[src/rtl/ps2_pkg.sv]
// Shared types and byte constants for the PS/2 key controller.
// Decoder states, event record, scan-code prefix/housekeeping bytes.
package ps2_pkg;

   localparam logic [7:0] PS2_E0     = 8'hE0;
   localparam logic [7:0] PS2_F0     = 8'hF0;
   localparam logic [7:0] PS2_BAT    = 8'hAA;
   localparam logic [7:0] PS2_ACK    = 8'hFA;
   localparam logic [7:0] PS2_RESEND = 8'hFE;
   localparam logic [7:0] PS2_OVR0   = 8'h00;
   localparam logic [7:0] PS2_OVR1   = 8'hFF;

   typedef enum logic [1:0] {
      S_IDLE,
      S_E0,
      S_F0,
      S_E0F0
   } ps2_dec_state_t;

   typedef struct packed {
      logic       ext;
      logic       brk;
      logic [7:0] code;
   } ps2_evt_t;

   function automatic logic is_discard(input logic [7:0] b);
      return (b == PS2_BAT) || (b == PS2_ACK) ||
             (b == PS2_RESEND) || (b == PS2_OVR0) ||
             (b == PS2_OVR1);
   endfunction

   function automatic logic is_prefix(input logic [7:0] b);
      return (b == PS2_E0) || (b == PS2_F0);
   endfunction

endpackage

[src/rtl/ps2_evt_fifo.sv]
// Circular event buffer for decoded key events.
// Ports: clk, reset_n, push/din, pop/dout, full, empty, count.
module ps2_evt_fifo
   import ps2_pkg::*;
#(
   parameter int DEPTH = 4
) (
   input  logic                     clk,
   input  logic                     reset_n,
   input  logic                     push,
   input  ps2_evt_t                 din,
   input  logic                     pop,
   output ps2_evt_t                 dout,
   output logic                     full,
   output logic                     empty,
   output logic [$clog2(DEPTH):0]   count
);

   localparam int AW = $clog2(DEPTH);
   localparam int CW = AW + 1;

   ps2_evt_t        mem [DEPTH];
   logic [AW-1:0]   wr_ptr;
   logic [AW-1:0]   rd_ptr;
   logic            wr;
   logic            rd;

   assign full  = (count == CW'(DEPTH));
   assign empty = (count == '0);
   assign dout  = mem[rd_ptr];

   // A pop in the same cycle frees the slot a full-buffer push needs.
   assign wr = push & (~full | pop);
   assign rd = pop & ~empty;

   always_ff @(posedge clk or negedge reset_n) begin
      if (!reset_n) begin
         for (int i = 0; i < DEPTH; i++)
            mem[i] <= '0;
         wr_ptr <= '0;
         rd_ptr <= '0;
         count  <= '0;
      end else begin
         if (wr) begin
            mem[wr_ptr] <= din;
            wr_ptr      <= wr_ptr + AW'(1);
         end
         if (rd)
            rd_ptr <= rd_ptr + AW'(1);
         count <= count + CW'(wr) - CW'(rd);
      end
   end

endmodule

[src/rtl/ps2_key_ctrl.sv]
// PS/2 byte sequencer: handshake, E0/F0 decode, timeout, event FIFO.
// Ports: rx_* to ps2_rx, evt_* to consumer, err_tick/ovf_tick pulses.
module ps2_key_ctrl
   import ps2_pkg::*;
#(
   parameter int DEPTH       = 4,
   parameter int TIMEOUT_CYC = 2_500_000
) (
   input  logic       clk,
   input  logic       reset_n,
   input  logic       rx_done_tick,
   input  logic [7:0] rx_data,
   output logic       rx_en,
   output logic       rx_success,
   output logic       evt_valid,
   input  logic       evt_ready,
   output logic [7:0] evt_code,
   output logic       evt_ext,
   output logic       evt_brk,
   output logic       err_tick,
   output logic       ovf_tick
);

   localparam int TW = (TIMEOUT_CYC > 1) ?
                       $clog2(TIMEOUT_CYC) : 1;
   localparam logic [TW-1:0] T_LAST = TW'(TIMEOUT_CYC - 1);
   localparam int CW = $clog2(DEPTH) + 1;

   ps2_dec_state_t  state;
   ps2_dec_state_t  state_nxt;
   ps2_evt_t        evt_new;
   ps2_evt_t        head;
   logic [TW-1:0]   tmo_cnt;
   logic [CW-1:0]   count;
   logic            capture;
   logic            tmo;
   logic            emit;
   logic            dec_err;
   logic            disc;
   logic            pre;
   logic            pop;
   logic            full;
   logic            empty;

   // The done flag is still high in the ack cycle; skip it there.
   assign capture = rx_done_tick & ~rx_success;
   assign disc    = is_discard(rx_data);
   assign pre     = is_prefix(rx_data);

   // A byte arriving in the expiry cycle takes priority.
   assign tmo = (state != S_IDLE) && (tmo_cnt == T_LAST) &&
                !capture;

   always_comb begin
      state_nxt   = state;
      emit        = 1'b0;
      dec_err     = 1'b0;
      evt_new     = '0;
      evt_new.code = rx_data;
      if (capture) begin
         unique case (state)
            S_IDLE:
               unique case (1'b1)
                  (rx_data == PS2_E0): state_nxt = S_E0;
                  (rx_data == PS2_F0): state_nxt = S_F0;
                  disc:                state_nxt = S_IDLE;
                  default:             emit      = 1'b1;
               endcase
            S_E0:
               unique case (1'b1)
                  disc: begin
                     dec_err   = 1'b1;
                     state_nxt = S_IDLE;
                  end
                  (rx_data == PS2_F0): state_nxt = S_E0F0;
                  (rx_data == PS2_E0): dec_err   = 1'b1;
                  default: begin
                     emit        = 1'b1;
                     evt_new.ext = 1'b1;
                     state_nxt   = S_IDLE;
                  end
               endcase
            S_F0, S_E0F0: begin
               state_nxt = S_IDLE;
               if (disc || pre) begin
                  dec_err = 1'b1;
               end else begin
                  emit        = 1'b1;
                  evt_new.brk = 1'b1;
                  evt_new.ext = (state == S_E0F0);
               end
            end
            default: state_nxt = S_IDLE;
         endcase
      end else if (tmo) begin
         state_nxt = S_IDLE;
      end
   end

   always_ff @(posedge clk or negedge reset_n) begin
      if (!reset_n) begin
         state      <= S_IDLE;
         tmo_cnt    <= '0;
         rx_success <= 1'b0;
         err_tick   <= 1'b0;
         ovf_tick   <= 1'b0;
      end else begin
         state      <= state_nxt;
         rx_success <= capture;
         err_tick   <= dec_err | tmo;
         ovf_tick   <= emit & full & ~pop;
         if (capture || tmo || state == S_IDLE)
            tmo_cnt <= '0;
         else
            tmo_cnt <= tmo_cnt + TW'(1);
      end
   end

   assign evt_valid = ~empty;
   assign pop       = evt_valid & evt_ready;
   assign rx_en     = (count < CW'(DEPTH));
   assign evt_code  = head.code;
   assign evt_ext   = head.ext;
   assign evt_brk   = head.brk;

   ps2_evt_fifo #(
      .DEPTH (DEPTH)
   ) u_fifo (
      .clk     (clk),
      .reset_n (reset_n),
      .push    (emit),
      .din     (evt_new),
      .pop     (pop),
      .dout    (head),
      .full    (full),
      .empty   (empty),
      .count   (count)
   );

endmodule

[config.mk]
export PLATFORM = sky130hd
export DESIGN_NAME = ps2_key_ctrl
export DESIGN_NICKNAME = d
export VERILOG_FILES = /design/src/rtl/ps2_pkg.sv /design/src/rtl/ps2_evt_fifo.sv /design/src/rtl/ps2_key_ctrl.sv
export SDC_FILE = /design/constraint.sdc
export NUM_CORES = 1
export LEC_CHECK = 0
export BUFFER_PORTS_ARGS = -buffer_cell sky130_fd_sc_hd__buf_2
export CORE_ASPECT_RATIO = 1.5
export CORE_MARGIN = 4
export CORE_UTILIZATION = 30
export DETAILED_ROUTE_END_ITERATION = 16
export SYNTH_ARGS = -nofsm -noshare
export SYNTH_HDL_FRONTEND = slang
export SYNTH_SLANG_ARGS = --single-unit
export TNS_END_PERCENT = 20
[constraint.sdc]
create_clock -name clk -period 3.3 [get_ports clk]
set_input_delay 0 -clock clk [delete_from_list [all_inputs] [get_ports clk]]
set_output_delay 0 -clock clk [all_outputs]
set_load 0.1 [all_outputs]
# Yosys cells after proc, flatten, opt, wreduce, memory -nomap -nowiden
# Cells that the tools add are included.
# totals
reg_bits,74
in_bits,12
out_inout_bits,15
# classes
add_sub_neg,5
order_cmp,4
eq_ne,13
mux,24
n_bitwise,14
n_reduce_logical,22
# op_table
cell,count
"equality test 8 bit, second input constant",6
bitwise mux 40 bit,1
2-to-1 mux 10 bit,3
"adder 22 x 1 -> 22 bit, second input constant",1
"equality test 22 bit, second input constant",1
2-to-1 mux 22 bit,1
binary-select mux 10 bit (select 2 bit),1
demux 10 bit (select 2 bit),1
case mux 2 bit (3 select lines),2
logical NOT 8 bit,1
logical OR 1 bit,8
2-to-1 mux 2 bit,4
2-to-1 mux 1 bit,7
bitwise AND 1 bit,6
"greater-or-equal comparator 3 bit, second input constant",2
inverter 2 -> 3 bit,2
case mux 1 bit (2 select lines),3
OR reduction 2 bit,3
"inequality test 5 bit, second input constant",1
"adder 2 x 1 -> 2 bit, second input constant",2
"equality test 2 bit, second input constant",2
inverter 1 bit,4
case mux 2 bit (2 select lines),1
nonzero test 2 bit,2
14 further kinds,17

# Longest topological paths before layout
# depth
depth_word,12
mapped_depth,9
ltp_nobuf,9

# Hierarchy
# A second synthesis with hierarchy kept.
# hier_totals
cells_unflattened,283
area_unflattened_um2,3622.2
# by_module_without_submodules
module,n_inst,cells_per_inst,area_per_inst_um2
ps2_evt_fifo,1,131,2128.3
ps2_key_ctrl,1,152,1493.9

# Least setup slack after synthesis
# No wires, ideal clock.
# synth_timing
kind,register to register
startpoint,register rx_success
endpoint,register u_fifo.count[2]
setup_time_ps,124
arrival_time_ps,2703
setup_slack_ps,472
stages_incl_launch_ff,10
path_buffers,0
path_cell_list,dfrtp_1 > nand2b_1 > inv_1 > nand2_1 > a211oi_4 > ha_1 > inv_1 > fa_1 > xnor2_1 > xnor2_1
# synth_via
elab_chain_cells,6
# synth_rtl
item,line,text
from (decl),ps2_key_ctrl.sv:14,"output logic rx_success,"
from (signal assigned),ps2_key_ctrl.sv:109,rx_success <= capture;
inverter 1 bit,ps2_key_ctrl.sv:46,assign capture = rx_done_tick & ~rx_success;
bitwise AND 1 bit,ps2_key_ctrl.sv:46,
via capture,ps2_key_ctrl.sv:35,logic capture;
2-to-1 mux 1 bit,ps2_key_ctrl.sv:60,if (capture) begin
bitwise AND 1 bit,ps2_evt_fifo.sv:33,assign wr = push & (~full | pop);
via u_fifo.wr,ps2_evt_fifo.sv:25,logic wr;
adder 3 x 1 -> 3 bit,ps2_evt_fifo.sv:50,count <= count + CW'(wr) - CW'(rd);
subtractor 3 x 1 -> 3 bit,ps2_evt_fifo.sv:50,
to (signal assigned),ps2_evt_fifo.sv:50,
to (decl),ps2_evt_fifo.sv:16,output logic [$clog2(DEPTH):0] count
# The timed path passes the listed nets, and every way through them passes these cells.
# A chain may end at the register's enable or synchronous reset.

# Final worst setup path
# Same ends and word-level chain as after synthesis.

==> results.json <==
{
  "place_congestion": 0.7656,
  "synth_cells": 277,
  "cts_resized": 0,
  "die_h_um": 140.8,
  "cts_tree": "done",
  "skew_ns": 0.005717,
  "synth_mux_area_frac": 0.1947,
  "overflow": 0,
  "clk_latency_ns": 0.32,
  "die_area_um2": 13600,
  "utilization": 0.3648,
  "antenna_found_initial": 0,
  "antenna_left": 0,
  "synth_ff_type": "dfrtp_1",
  "maxCapViolCount": 0,
  "drive_above_1_share": 0.3219,
  "port_buffers": 26,
  "r2r-end": "u_fifo.count[2]",
  "synth-compound-area-share": 0.03050,
  "critPathTopFamily": "adder cells",
  "synth_xor_xnor_area_share": 0.06206,
  "rows": 48,
  "clock_path_buffers": 2,
  "hold_viol": 0,
  "crit_buf_inv": 2,
  "outcome": "completed",
  "synthAdderAreaFrac": 0.03050,
  "synth_nets": 297,
  "cts_root_buffer": "clkbuf_16",
  "synth_top_family_by_area": "multiplexers",
  "required_ns": 3.54,
  "tns_ns": 0,
  "synthSimpleGateAreaFrac": 0.1362,
  "grt_max_degree": 75,
  "holdCritStartpoint": "evt_ready",
  "drt_drc_violations_left": 0,
  "final_nets": 335,
  "fin_crit_ns": 2.446,
  "synthArstFlopShare": 1.000,
  "yosys_warnings": 0,
  "timing.rr.start": "rx_success",
  "grt_use_total": 0.1154,
  "reg2reg_depth": 9,
  "worstPathCellList": "nand2b_1, inv_1, nand2_1, a211oi_4, ha_1, inv_1, fa_1, xnor2_1, xnor2_1",
  "via_count": 2215,
  "dpl.hpwl_um": 4792,
  "power_density_nw_per_um2": 961.2,
  "core_um2": 11530,
  "crit_fanout": 8,
  "peakVddDrop_mv": 0.2887,
  "setup_viol": 0,
  "rrSetupSlack_ns": 0.85,
  "multi_input_area_um2": 1602,
  "hold_path_class": "input pin to flip-flop",
  "grt_pass1_vias": 2401,
  "critPathCapture": "u_fifo.count[2]",
  "rsz0062_at_grt": "no",
  "cpPeakStageDelay_ns": 0.58,
  "clock-sinks": 74,
  "clk_pin_slew_ns": 0.06,
  "period_share": 0.7411,
  "cts.htree.levels": 3,
  "critical_path_cell_count": 9,
  "arrival_ns": 2.69,
  "cts_buffers": 9,
  "drtIter0Drc": 75,
  "power.leakage_nw": 1.802,
  "io_pins": 27,
  "power.total_mw": 4.043,
  "cp-startpoint": "rx_success",
  "fillers": 1164,
  "synth-edff-count": 0,
  "synth_cell_type_count": 41,
  "final_max_slew_viol_count": 0,
  "syn_area_um2": 3528,
  "seqCellArea_um2": 1852,
  "via_per_inst": 4.713,
  "path_class": "flip-flop to flip-flop",
  "final_common_cell": "dfrtp_1",
  "cp-end-kind": "flip-flop",
  "worst_pin_slew_ns": 0.9293,
  "grt_pass1_wl_um": 11920,
  "wl_um": 7012,
  "most-common-layout-cells": "dfrtp_1 (74), mux2_2 (35), nor2_1 (31)",
  "cp_slowest_cell": "a211oi_4",
  "max_clock_freq_mhz": 408.9,
  "setup.worst_path.start_class": "flip-flop",
  "die_x_um": 96.55,
  "start_util": 0.3060,
  "syn_avg_cell_area_um2": 12.74,
  "synth-seq-area-share": 0.5248,
  "wl_per_cell_um": 14.92,
  "relSlewSlack": 0.3805,
  "first_pass_iters": 4,
  "area_growth_syn_to_layout_pct": 19.22,
  "ys_ff_latch": 74,
  "n_antenna_cell": 0
}
==> sequential cells by signal (all words and copies together), names as in the netlist <==
signal	flops
u_fifo.count	3
ovf_tick	1
err_tick	1
u_fifo.mem	40
u_fifo.rd_ptr	2
rx_success	1
tmo_cnt	22
state	2
u_fifo.wr_ptr	2
==> layout make-up <==
type / instances / share of cell area
multi-input combinational: 185 / 0.3807
sequential: 74 / 0.4402
clock inverter: 6 / 0.02142
inverter: 11 / 0.009816
clock buffer: 10 / 0.05443
timing repair buffer: 34 / 0.04878
tap: 150 / 0.04462
==> stage by stage <==
| step | hold slack [ns] | instances | area, um^2 | setup slack [ns] |
|---|---|---|---|---|
| 2_1_floorplan | -0.2956 | 277 | 3528 | 0.4723 |
| 3_3_place_gp | 0.2751 | 448 | 3827 | 0.8943 |
| 3_5_place_dp | 0.2921 | 448 | 3827 | 0.8363 |
| 4_1_cts | 0.001783 | 470 | 4207 | 0.8303 |
| 5_1_grt | 0.01236 | 470 | 4207 | 0.6436 |
| 6_report | 0.006574 | 470 | 4207 | 0.8544 |
==> synthesized netlist by cell type, types with 2 or more instances <==
| cell type | number | area (um^2) |
|---|---|---|
| mux4_2 | 10 | 225.2 |
| nor3_1 | 3 | 15.01 |
| xnor2_1 | 12 | 105.1 |
| dfrtp_1 | 74 | 1852 |
| nor2_1 | 31 | 116.4 |
| o21ai_0 | 5 | 25.02 |
| nand4_1 | 7 | 43.79 |
| nand3_1 | 10 | 50.05 |
| nand2_4 | 3 | 33.78 |
| inv_1 | 11 | 41.29 |
| or4_1 | 2 | 15.01 |
| buf_4 | 2 | 15.01 |
| nor4b_1 | 2 | 17.52 |
| a21oi_1 | 2 | 10.01 |
| ha_1 | 7 | 87.58 |
| nor4_1 | 5 | 31.28 |
| mux2_2 | 35 | 394.1 |
| xor2_1 | 13 | 113.9 |
| mux2_1 | 2 | 22.52 |
| mux2_4 | 3 | 45.04 |
| clkbuf_1 | 4 | 15.01 |
| nand2_1 | 14 | 52.55 |
| or3_1 | 2 | 12.51 |
==> where the power goes <==
part	total (mW)	internal, mW	switching (mW)
clock network	1.03	0.664	0.362
logic	1.66	0.525	1.14
registers	1.36	1.16	0.197
==> logic make-up after synthesis <==
group	Yosys count
simple gates	89
flops	74
mux	50
xor+xnor	25
buf+inv	18
compound gates	13
fa+ha+maj	8
==> how the worst min path moves through the flow <==
stage | depth (start not counted) | to | slack (ns)
after detailed placement | 2 | ovf_tick | 0.29
final | 3 | ovf_tick | 0.007
after floorplan | 0 | err_tick | -0.30
after global routing | 3 | ovf_tick | 0.01
after global placement | 2 | ovf_tick | 0.28
after CTS | 3 | ovf_tick | 0.002
==> worst register-to-register path: cells and delay by family (launching register included) <==
| family | cells | cell delay, ns |
|---|---|---|
| flip-flops | 1 | 0.36 |
| buffers and inverters | 2 | 0.20 |
| AND/OR/NAND/NOR | 2 | 0.27 |
| XOR/XNOR | 2 | 0.32 |
| AO/OA/AOI/OAI | 1 | 0.58 |
| adder cells (fa/ha/maj) | 2 | 0.63 |
==> timing repair <==
item | 4_1_cts | 5_1_grt
endpoints found under the hold margin | 85 | 0
buffers inserted | 0 | 0
hold buffers | 6 | 0
==> per-layer routing <==
metal  part of all wire  up-vias  global-route usage
met2               0.52       35              0.1907
met1               0.44     1119              0.1444
li1                   -     1059                   -
met5                  0        -                   0
met3              0.037        2             0.02990
met4             0.0076        0             0.03991
(Power assumes the default switching activity.)
